## config.mk

```make
export PLATFORM = sky130hd
export DESIGN_NAME = logic_gate_pipe
export DESIGN_NICKNAME = d
export VERILOG_FILES = /design/src/rtl/logic_gate_pkg.sv /design/src/rtl/logic_gate_core.sv /design/src/rtl/logic_gate_pipe.sv
export SDC_FILE = /design/constraint.sdc
export NUM_CORES = 1
export LEC_CHECK = 0
export CORE_ASPECT_RATIO = 1.2
export CORE_MARGIN = 5
export CORE_UTILIZATION = 28
export CTS_CLUSTER_SIZE = 30
export DETAILED_ROUTE_END_ITERATION = 8
export PLACE_DENSITY_LB_ADDON = 0.08
export SLEW_MARGIN = 20
export SYNTH_ARGS = -nofsm -noshare
export SYNTH_HDL_FRONTEND = slang
export SYNTH_HIERARCHICAL = 1
export SYNTH_SLANG_ARGS = --single-unit
```

## constraint.sdc

```tcl
create_clock -name clk -period 3.1 [get_ports clk]
set_clock_uncertainty 0.05 [all_clocks]
set_input_delay 0.465 -clock clk [delete_from_list [all_inputs] [get_ports clk]]
set_output_delay 0.465 -clock clk [all_outputs]
set_load 0.1 [all_outputs]
```

## src/rtl/logic_gate_pkg.sv

```systemverilog
// Shared types and constants for the pipelined logic-gate block and its self-test engine.
package logic_gate_pkg;

    typedef enum logic [2:0] {
        OP_AND   = 3'd0,
        OP_OR    = 3'd1,
        OP_NAND  = 3'd2,
        OP_NOR   = 3'd3,
        OP_XOR   = 3'd4,
        OP_XNOR  = 3'd5,
        OP_NOT_A = 3'd6,
        OP_BUF_A = 3'd7
    } op_e;

    typedef enum logic [1:0] {
        ST_IDLE = 2'd0,
        ST_RUN  = 2'd1,
        ST_DONE = 2'd2
    } sweep_state_e;

    localparam int SWEEP_LEN = 32;

    // Bit {op, a, b} is the single-lane result of op applied to a and b.
    localparam logic [31:0] GOLDEN = 32'hC396_17E8;

endpackage

```

## src/rtl/logic_gate_core.sv

```systemverilog
// Purely combinational WIDTH-lane bitwise operation decoder.
module logic_gate_core
    import logic_gate_pkg::*;
#(
    parameter int WIDTH = 8
) (
    input  op_e              op,
    input  logic [WIDTH-1:0] a,
    input  logic [WIDTH-1:0] b,
    output logic [WIDTH-1:0] y
);

    always_comb begin
        y = '0;
        case (op)
            OP_AND:   y = a & b;
            OP_OR:    y = a | b;
            OP_NAND:  y = ~(a & b);
            OP_NOR:   y = ~(a | b);
            OP_XOR:   y = a ^ b;
            OP_XNOR:  y = ~(a ^ b);
            OP_NOT_A: y = ~a;
            OP_BUF_A: y = a;
            default:  y = '0;
        endcase
    end

endmodule

```

## src/rtl/logic_gate_pipe.sv

```systemverilog
// Streaming bitwise gate with a 2-entry output buffer, handshake counter and
// an exhaustive truth-table self-test sweep sharing the single core.
module logic_gate_pipe
    import logic_gate_pkg::*;
#(
    parameter int WIDTH = 8,
    parameter int CNT_W = 16
) (
    input  logic             clk,
    input  logic             rst,
    input  logic             in_valid,
    output logic             in_ready,
    input  logic [2:0]       op,
    input  logic [WIDTH-1:0] a,
    input  logic [WIDTH-1:0] b,
    output logic             out_valid,
    input  logic             out_ready,
    output logic [WIDTH-1:0] y,
    input  logic             flt_inj,
    input  logic             sweep_start,
    output logic             sweep_busy,
    output logic             sweep_done,
    output logic             sweep_pass,
    output logic [CNT_W-1:0] txn_cnt
);

    sweep_state_e     state, state_nxt;
    logic [4:0]       k;
    logic             fail;
    logic             pass_r;

    logic [WIDTH-1:0] fifo_mem [2];
    logic             rd_ptr;
    logic             wr_ptr;
    logic [1:0]       count;

    op_e              core_op;
    logic [WIDTH-1:0] core_a;
    logic [WIDTH-1:0] core_b;
    logic [WIDTH-1:0] core_y;
    logic [WIDTH-1:0] res;
    logic             vec_err;
    logic             push;
    logic             pop;

    // The core is shared: sweep vectors take over its inputs while running.
    always_comb begin
        if (state == ST_RUN) begin
            core_op = op_e'(k[4:2]);
            core_a  = {WIDTH{k[1]}};
            core_b  = {WIDTH{k[0]}};
        end else begin
            core_op = op_e'(op);
            core_a  = a;
            core_b  = b;
        end
    end

    logic_gate_core #(.WIDTH(WIDTH)) u_core (
        .op (core_op),
        .a  (core_a),
        .b  (core_b),
        .y  (core_y)
    );

    assign res     = core_y ^ WIDTH'(flt_inj);
    assign vec_err = (res != {WIDTH{GOLDEN[k]}});

    assign in_ready   = (count != 2'd2) && (state == ST_IDLE);
    assign out_valid  = (count != 2'd0);
    assign y          = out_valid ? fifo_mem[rd_ptr] : '0;
    assign push       = in_valid && in_ready;
    assign pop        = out_valid && out_ready;

    assign sweep_busy = (state == ST_RUN);
    assign sweep_done = (state == ST_DONE);
    assign sweep_pass = (state == ST_DONE) ? !fail : pass_r;

    always_comb begin
        state_nxt = state;
        case (state)
            ST_IDLE: if (sweep_start) state_nxt = ST_RUN;
            ST_RUN:  if (k == 5'(SWEEP_LEN - 1)) state_nxt = ST_DONE;
            ST_DONE: state_nxt = ST_IDLE;
            default: state_nxt = ST_IDLE;
        endcase
    end

    always_ff @(posedge clk or posedge rst) begin
        if (rst) begin
            state  <= ST_IDLE;
            k      <= '0;
            fail   <= 1'b0;
            pass_r <= 1'b0;
        end else begin
            state <= state_nxt;
            if (state == ST_RUN) k <= k + 5'd1;
            else                 k <= '0;
            if (state == ST_IDLE && sweep_start)
                fail <= 1'b0;
            else if (state == ST_RUN && vec_err)
                fail <= 1'b1;
            if (state == ST_DONE)
                pass_r <= !fail;
        end
    end

    // Buffer control and handshake counter.
    always_ff @(posedge clk or posedge rst) begin
        if (rst) begin
            count   <= '0;
            rd_ptr  <= 1'b0;
            wr_ptr  <= 1'b0;
            txn_cnt <= '0;
        end else begin
            if (push) wr_ptr <= ~wr_ptr;
            if (pop) begin
                rd_ptr  <= ~rd_ptr;
                txn_cnt <= txn_cnt + CNT_W'(1);
            end
            case ({push, pop})
                2'b10:   count <= count + 2'd1;
                2'b01:   count <= count - 2'd1;
                default: count <= count;
            endcase
        end
    end

    // Buffer storage needs no reset; out_valid masks stale entries.
    always_ff @(posedge clk) begin
        if (push) fifo_mem[wr_ptr] <= res;
    end

endmodule

```

## After elaboration in Yosys (flattened, before gate mapping)

Memory sizes are Yosys's and may differ from the RTL's.
Cells that the tools add are included.
Widths: inputs -> output; s select.

| cells by class | value |
|---|---|
| add/subtract/negate cells | 4 |
| magnitude comparators | 1 |
| eq/ne operators | 16 |
| mux-type cells | 16 |
| bitwise gates (word level) | 10 |
| reduce and logical (&&, ||, !) cells | 12 |

Operators by type and width:

| operator | count |
|---|---|
| $pmux 8 s8 | 1 |
| $not 8->8 | 4 |
| $mux 8 | 3 |
| $add 16x1->16 const B | 1 |
| $eq 3x3->1 const B | 4 |
| $and 8x8->8 | 1 |
| $ne 8x8->1 | 1 |
| $or 8x8->8 | 1 |
| $pmux 2 s2 | 2 |
| $xor 8x1->8 | 1 |
| $xor 8x8->8 | 1 |
| $eq 3x2->1 const B | 2 |
| $lt 5x6->1 const B | 1 |
| $mux 1 | 6 |
| $reduce_bool 2->1 | 3 |
| $add 5x1->5 const B | 1 |
| $eq 5x5->1 const B | 1 |
| $logic_and 1x1->1 | 5 |
| $mux 5 | 1 |
| $eq 2x1->1 const B | 2 |
| $eq 2x2->1 const B | 2 |
| $mux 2 | 2 |
| $ne 2x2->1 const B | 2 |
| $eq 3x1->1 const B | 1 |
| 9 further kinds | 10 |

| word-level totals | value |
|---|---|
| bits in registers | 29 |
| RAM bits | 16 |
| bits in read-only memories | 32 |
| input port bits | 25 |
| output and inout port bits | 29 |
| word-level logic and storage cells | 69 |
| memories | 2 |

Memories:

| name | words | bits a word | read ports | clocked after memory_dff | wr ports | line | RTL |
|---|---|---|---|---|---|---|---|
| (name not given) | 32 | 1 | 1 | 0 | 0 | logic_gate_pipe.sv:67 | `assign vec_err = (res != {WIDTH{GOLDEN[k]}});` |
| fifo_mem | 2 | 8 | 1 | 0 | 1 | logic_gate_pipe.sv:32 | `logic [WIDTH-1:0] fifo_mem [2];` |

## Logic depth before layout (Yosys ltp)

Gate-level depths: netlist (run 1).

| logic depth | value |
|---|---|
| depth in word-level cells | 10 |
| depth in mapped cells | 14 |
| gate-level depth less buffers | 14 |

## Hierarchy

Netlist (run 1), hierarchy kept.

By module, submodules not included:

| module | instances | cells each | area an instance (um2) | sequential area each (um2) |
|---|---|---|---|---|
| logic_gate_pipe | 1 | 218 | 2248.4 | 1206.2 |
| logic_gate_core | 1 | 111 | 799.5 | 0.0 |

## Least setup slack after synthesis (run 1)

Ideal clock, no wire load.

| timing | value |
|---|---|
| path type | reg-to-reg |
| start point | register state[0] |
| end point | memory fifo_mem[0][0], enable pin |
| setup time | 373 ps |
| arrival | 3700 ps |
| data required time | 2677 ps |
| slack | -1023 ps |
| cell stages (with the launch flop) | 5 |
| path buffers | 0 |
| period minus slack after synthesis | 4123 ps |
| cells stage by stage | dfrtp_1 > nor2_1 > a21boi_0 > nand2_1 > nor2_1 |

| on the way | value |
|---|---|
| cells in the longest elaborated chain, start to end | 5 |

RTL lines:

| item | line | RTL |
|---|---|---|
| start: declaration | logic_gate_pipe.sv:27 | `sweep_state_e state, state_nxt;` |
| start signal: assignment | logic_gate_pipe.sv:96 | `state <= state_nxt;` |
| $logic_not 2->1 | logic_gate_pipe.sv:69 | `assign in_ready = (count != 2'd2) && (state == ST_IDLE);` |
| $logic_and 1x1->1 | logic_gate_pipe.sv:69 |  |
| net in_ready | logic_gate_pipe.sv:12 | `output logic in_ready,` |
| $logic_and 1x1->1 | logic_gate_pipe.sv:72 | `assign push = in_valid && in_ready;` |
| $mux 1 | logic_gate_pipe.sv:131 | `if (push) fifo_mem[wr_ptr] <= res;` |
| $mux 1 (implied by the code) | logic_gate_pipe.sv:131 |  |
| end: declaration | logic_gate_pipe.sv:32 |  |

The timed path passes the listed nets, and every way through them passes these cells.

## Worst setup path in the final report (run 1)

| timing | value |
|---|---|
| start point | register state[1] |
| end point | register fail |

| on the way | value |
|---|---|
| cells in the longest elaborated chain, start to end | 9 |
| elaborated cells between the ends (all ways) | 27 |
| those cells by class | eq/ne (9); mux (5); bitwise (8); reduce/logical (5) |

RTL lines:

| item | line | RTL |
|---|---|---|
| $eq 2x1->1 (*) | logic_gate_pipe.sv:48 | `if (state == ST_RUN) begin` |
| $mux 8 (*) | logic_gate_pipe.sv:48 |  |
| net core_a[6] | logic_gate_pipe.sv:38 | `logic [WIDTH-1:0] core_a;` |
| $xor 8x8->8 (tied with other cells) | logic_gate_core.sv:20, logic_gate_core.sv:21 |  |
| $not 8->8 (on tied branches) | logic_gate_core.sv:21, logic_gate_core.sv:18, logic_gate_core.sv:19 |  |
| $pmux 8 s8 (*) | logic_gate_core.sv:15 | `case (op)` |
| net core_y[6] | logic_gate_pipe.sv:40 | `logic [WIDTH-1:0] core_y;` |
| $xor 8x1->8 (*) | logic_gate_pipe.sv:66 | `assign res = core_y ^ WIDTH'(flt_inj);` |
| $ne 8x8->1 (*) | logic_gate_pipe.sv:67 |  |
| $logic_and 1x1->1 (*) | logic_gate_pipe.sv:101 | `else if (state == ST_RUN && vec_err)` |
| $reduce_bool 2->1 (no source line) (*) | - |  |
| end signal: assignment | logic_gate_pipe.sv:93 | `fail <= 1'b0;` |
| end signal: assignment | logic_gate_pipe.sv:100 | `fail <= 1'b0;` |
| end signal: assignment | logic_gate_pipe.sv:102 | `fail <= 1'b1;` |
| end: declaration | logic_gate_pipe.sv:29 | `logic fail;` |

The timed path passes the listed nets; every way through them passes the cells marked *.
A chain may end at the register's enable or synchronous reset.

==> results.md, run 1 <==
* Cells after Synth at 329
* Syn nets at between 300 and 400
* CP delay by family, top: simple AND/OR/NAND/NOR gates
* Final setup TNS at 0 ps
* Slew headroom at ~52%
* Max-slew violations at 0
* Critical Path AT at 3000 ps
* Synth warnings at 6
* Vias in the first global route at ~2500
* Setup violations, final at 0
* Final Hold Slack at 421.2 ps
* Crit path buffers/inverters at 2
* Worst r2r path cells at 13
* GRT overflow at 0
* Layout cells sized above 1 at approximately a fifth
* Crit Path Category: reg2reg
* Root Driver: clkbuf_16
* Nets at ~440
* Status: finished, final reports clean
* First-pass GRT wire length at ~12000 microns
* DR vias at 2348
* Worst endpoint required time at 3220 ps
* Synth Flop Type: dfrtp_1
* Most frequent cells in the layout: 57 x nand2_1, 44 x buf_4, 31 x inv_1, 29 x dfrtp_1, 27 x nor2_1
* Placed Area at between 0.003 and 0.004 sq mm
* Post-synthesis sequential area ratio at 39.57%
* Post-layout min period at 2877 ps
* Die width at between 100 and 150 microns
* Unique masters post-synth at 44
* Worst Setup End Kind: register
* Starting density of the core at between 20% and 30%
* Design area at ~0.004 sq mm
* EDFF count, synth at 16
* RSZ-0062 raised after global routing: false
* #FFs+latches synth at 45
* Total CTS buffers at 5
* Critical path's largest stage delay at 400 ps
* Mapped Avg Cell Area at just over 9 sq um
* Area Overhead vs Synth at 29.39%
* Min-Delay Path Class: reg2reg
* Most common cell after layout, fill and taps aside: nand2_1
* Hold buffers post-CTS at 0
* Final ANT Viol Nets at 0
* PortBufs at 53
* DP HPWL at ~5500 microns
* Fill cells at around 1100
* FP Rows at about 40
* Critical Path Start Type: register
* Total of max-cap violations at 0
* Initial antenna violation count at 0
* Die area at 0.01308 sq mm
* Crit-path cells: nand2b_1 > clkinv_2 > nand2_2 > nand2_1 > inv_1 > ha_1 > nor3b_1 > a31oi_1 > a31oi_1 > nand4_1 > nor3_1 > o31ai_1 > a32o_1
* Chip height at between 100 and 150 microns
* Post-Syn Area at about 0.0030 sq mm
* GRT Total Usage at 11.36%
* Clk buf depth at 2
* Post-synth ARST share at 64.44%
* Worst path depth at 13
* CTS tree: built
* Core Box Area at around 0.011 sq mm
* DRC Markers at 0
* Clk_lat worst skew at between 200 and 300 ps
* Final Hold Viols at 0
* # IOs at 54
* Period utilization at 92.79%
* Highest Clock Rate at 0.3476 GHz
* Slowest cell on crit path: dfrtp_1
* Router iterations before antenna repair at 4
* Largest fanout on the critical path at 8
* Worst Tran Pin Value at 714.1 ps
* Pin count of the biggest net entering global routing at 30
* Total wire length at 7058 microns
* Initial DRC count at 58
* Clock Sinks at 45
* Clk slew on worst S/H paths at roughly 60 ps
* Final Wtd Congestion at 0.7336
* H-tree Lvls at 2
* Antenna Cells at 0
* Most frequent CP cell: a31oi_1
* Hold Crit Depth at 1
* Drt wl/cell at 13.52 microns
* Number of vias per cell at about 4.5
-- final cells by class --
type / count / area [sq um] / share of cell area, %
Clock buffer: 6 / 138.9 / 3.522
Tap cell: 129 / 161.4 / 4.093
Sequential cell: 45 / 1206 / 30.58
Timing Repair Buffer: 70 / 610.6 / 15.48
Inverter: 32 / 121.4 / 3.077
Clock inverter: 1 / 6.256 / 0.1586
Multi-Input combinational cell: 239 / 1699 / 43.08
-- path summary, 6_finish.rpt --
kind | from | end | slack (ps)
min reg2reg | txn_cnt[15] | txn_cnt[15] | 420
min in group asynchronous | rst | k[3] | 500
max in group asynchronous | rst | rd_ptr | 2200
min | txn_cnt[15] | txn_cnt[15] | 420
max reg2reg | state[1] | fail | 220
max | state[1] | fail | 220
-- Yosys cell counts, drive strengths merged, types with 2 or more instances --
master / number / area (sq um)
or2: 2 / 12.51
a21oi: 3 / 15.01
clkbuf: 7 / 27.52
xnor2: 23 / 201.4
a221o: 6 / 60.06
xor2: 11 / 96.34
nand2b: 2 / 12.51
buf: 6 / 60.06
dfrtp: 29 / 725.7
nand3: 6 / 30.03
and3: 4 / 27.52
nor4: 3 / 31.28
nor2: 29 / 111.4
edfxtp: 16 / 480.5
nor2b: 3 / 18.77
nand4: 3 / 18.77
ha: 24 / 300.3
nor3: 5 / 25.02
mux2i: 19 / 190.2
inv: 31 / 116.4
nor3b: 7 / 52.55
and2: 4 / 25.03
a31oi: 12 / 75.07
nand2: 62 / 232.7
-- repair_timing --
item	in CTS	in global routing
resized for setup	1	13
pin swaps	0	0
setup buffers	0	0
endpoints found under the hold margin	0	0
endpoints found under the setup margin	1	1
-- metal layers --
layer	routed length (microns)	track usage, %	vias up	part of all wire [%]
met4	112	3.837	0	1.6
met1	3031	13.40	1066	43
met5	0	0	-	0
met3	225	2.436	7	3.2
li1	-	-	1234	-
met2	3689	20.11	41	52
-- stage by stage --
| stage | std cells | worst slack (ps) | util, % |
|---|---|---|---|
| finish | 522 | 223.5 | 37.32 |
| CTS | 522 | 50.46 | 36.82 |
| floorplan | 329 | 29.19 | - |
| detailed placement | 515 | -17.93 | 35.43 |
| global placement | 515 | 55.09 | 35.43 |
| global route | 522 | 8.345 | 37.32 |
-- logic make-up (layout without fill, tap and decap cells) --
family                     count (synthesis)  in the layout  share of synthesized area [%]
buffers and inverters                     45            109                          6.814
adders and majority gates                 24             24                          9.852
DFF                                       45             45                          39.57
AOI/OAI and AO/OA                         29             29                          7.266
and+or+nand+nor                          132            132                          20.12
xor gates and xnor gates                  34             34                          9.770
muxes                                     20             20                          6.609
-- sequential cells by signal, summed over array words and instances, names as in the netlist --
register	cells
count	2
fail	1
rd_ptr	1
fifo_mem	16
pass_r	1
txn_cnt	16
wr_ptr	1
state	2
k	5
Power of run 1 is not shown: default switching activity piles up to over one toggle a cycle in this logic, so the estimate is an artifact.
==> run 2, diff against run 1 <==
MAX_ROUTING_LAYER = met4   (was unset)
==> results.md, run 2 (synthesized netlist as in run 1, its figures left out) <==
* DR vias at 2349 (+0.043%)
* Crit-path cells: nand2b_1 > clkinv_2 > nand2_2 > nand2_1 > inv_1 > ha_1 > nor3b_1 > a31oi_1 > a31oi_1 > nand4_1 > nor3_1 > o31ai_1 > a32o_1
* Worst Setup End Kind: register
* PortBufs at 53 (unchanged)
* Largest fanout on the critical path at 8 (unchanged)
* Crit Path Category: reg2reg
* Vias in the first global route at 2504 (+0.040%)
* Routed wl met2 at 3685 microns (-0.11%)
* Router iterations before antenna repair at 4 (unchanged)
* Hold buffers post-CTS at 0 (unchanged)
* Max-slew violations at 0 (unchanged)
* Final Hold Viols at 0 (unchanged)
* Most frequent cells in the layout: 57 x nand2_1, 44 x buf_4, 31 x inv_1, 29 x dfrtp_1, 27 x nor2_1
* RR Startpoint: state[1]
* Starting density of the core at 28.84% (unchanged)
* Worst Tran Pin Value at 707.4 ps (-6.715 ps)
* DRC Markers at 0 (unchanged)
* Die area at 0.01308 sq mm (unchanged)
* Wire length on met3 at 216 microns (-4.0%)
* Final ANT Viol Nets at 0 (unchanged)
* Setup violations, final at 0 (unchanged)
* Max layer used: met4
* GRT overflow at 0 (unchanged)
* Pin count of the biggest net entering global routing at 30 (unchanged)
* Antenna Cells at 0 (unchanged)
* Placed Area at 0.003744 sq mm (unchanged)
* FP Rows at 41 (unchanged)
* Worst endpoint required time at 3220 ps (about the same)
* Total of max-cap violations at 0 (unchanged)
* Most frequent CP cell: a31oi_1
* CTS tree: built
* Die width at 105.2 microns (unchanged)
* Fill cells at 1109 (unchanged)
* Slew headroom at 52.67% (+0.45 points)
* Slowest cell on crit path: dfrtp_1
* Largest regs: fifo_mem (16), txn_cnt (16), k (5)
* Hold Crit Start: txn_cnt[15]
* First-pass GRT wire length at 12140 microns (about the same)
* Critical path's largest stage delay at 400 ps (about the same)
* Status: finished, final reports clean
* Worst setup path startpoint: state[1]
* Initial DRC count at 47 (-19%)
* Initial antenna violation count at 0 (unchanged)
* Critical Path AT at 2990 ps (about the same)
* Crit path buffers/inverters at 2 (unchanged)
* Nets at 442 (unchanged)
* Most common cell after layout, fill and taps aside: nand2_1
* Total CTS buffers at 5 (unchanged)
* Highest Clock Rate at 0.3478 GHz (about the same)
* Critical Path Start Type: register
* Clk buf depth at 2 (unchanged)
* Post-layout min period at 2876 ps (-0.9490 ps)
* M1 wire length at 3057 microns (+0.86%)
* Clk slew on worst S/H paths at 60 ps (about the same)
* Chip height at 124.3 microns (unchanged)
* GRT Total Usage at 11.68% (+0.32 points)
* DP HPWL at 5471 microns (unchanged)
* Final Wtd Congestion at 0.7425 (+1.2%)
* Total wire length at 7065 microns (about the same)
* CP delay by family, top: simple AND/OR/NAND/NOR gates
* Root Driver: clkbuf_16
* RSZ-0062 raised after global routing: false
* H-tree Lvls at 2 (unchanged)
* Layout cells sized above 1 at 19.85% (unchanged)
* Setup bufs post-CTS at 0 (unchanged)
* Period utilization at 92.76% (about the same)
* Design area at 0.003944 sq mm (unchanged)
* Clk_lat worst skew at 290 ps (about the same)
* FF+latch area at 0.001206 sq mm (unchanged)
* Multi-input gate area at 0.001699 sq mm (unchanged)
* Clock Sinks at 45 (unchanged)
* Drt wl/cell at 13.53 microns (about the same)
* Number of vias per cell at 4.500 (about the same)
* # IOs at 54 (unchanged)
* Area Overhead vs Synth at 29.39% (unchanged)
* Min-Delay Path Class: reg2reg
* Core Box Area at 0.01057 sq mm (unchanged)
## run 2: final timing paths
| path | end | slack (ps) | depth (start not counted) |
|---|---|---|---|
| hold reg to reg | txn_cnt[15] | 420 | 1 |
| max in group asynchronous | rd_ptr | 2200 | 3 |
| setup / recovery | fail | 220 | 13 |
| hold / removal | txn_cnt[15] | 420 | 1 |
| min in group asynchronous | k[3] | 500 | 3 |
| setup reg to reg | fail | 220 | 13 |
## run 2: metrics by stage
stage	utilization [%]	cells	setup TNS, ps	hold WS, ps	setup slack, ps
floorplan	-	329	0	381.9	29.19
finish	37.32	522	0	421.2	224.4
global placement	35.43	515	0	402.3	55.09
detailed placement	35.43	515	-17.93	417.1	-17.93
CTS	36.82	522	0	425.1	50.46
global route	37.32	522	0	454.3	8.345
## run 2: what timing repair did
| item | 4_1_cts | 5_1_grt |
|---|---|---|
| endpoints found under the setup margin | 1 | 1 |
| endpoints found under the hold margin | 0 | 0 |
| gates cloned | 0 | 0 |
| gates resized for setup | 1 | 13 |
## run 2: layout make-up
class	instances	area share, %
clock buffer	6	3.522
tap	129	4.093
multi-input combinational	239	43.08
timing repair buffer	70	15.48
clock inverter	1	0.1586
sequential	45	30.58
inverter	32	3.077
## run 2: layer usage
metal	vias to the layer above	global-route usage, %
met3	7	2.333
met5	-	-
li1	1234	-
met1	1066	13.49
met4	0	3.837
met2	42	20.07
Power of run 2 is left out for the same reason.
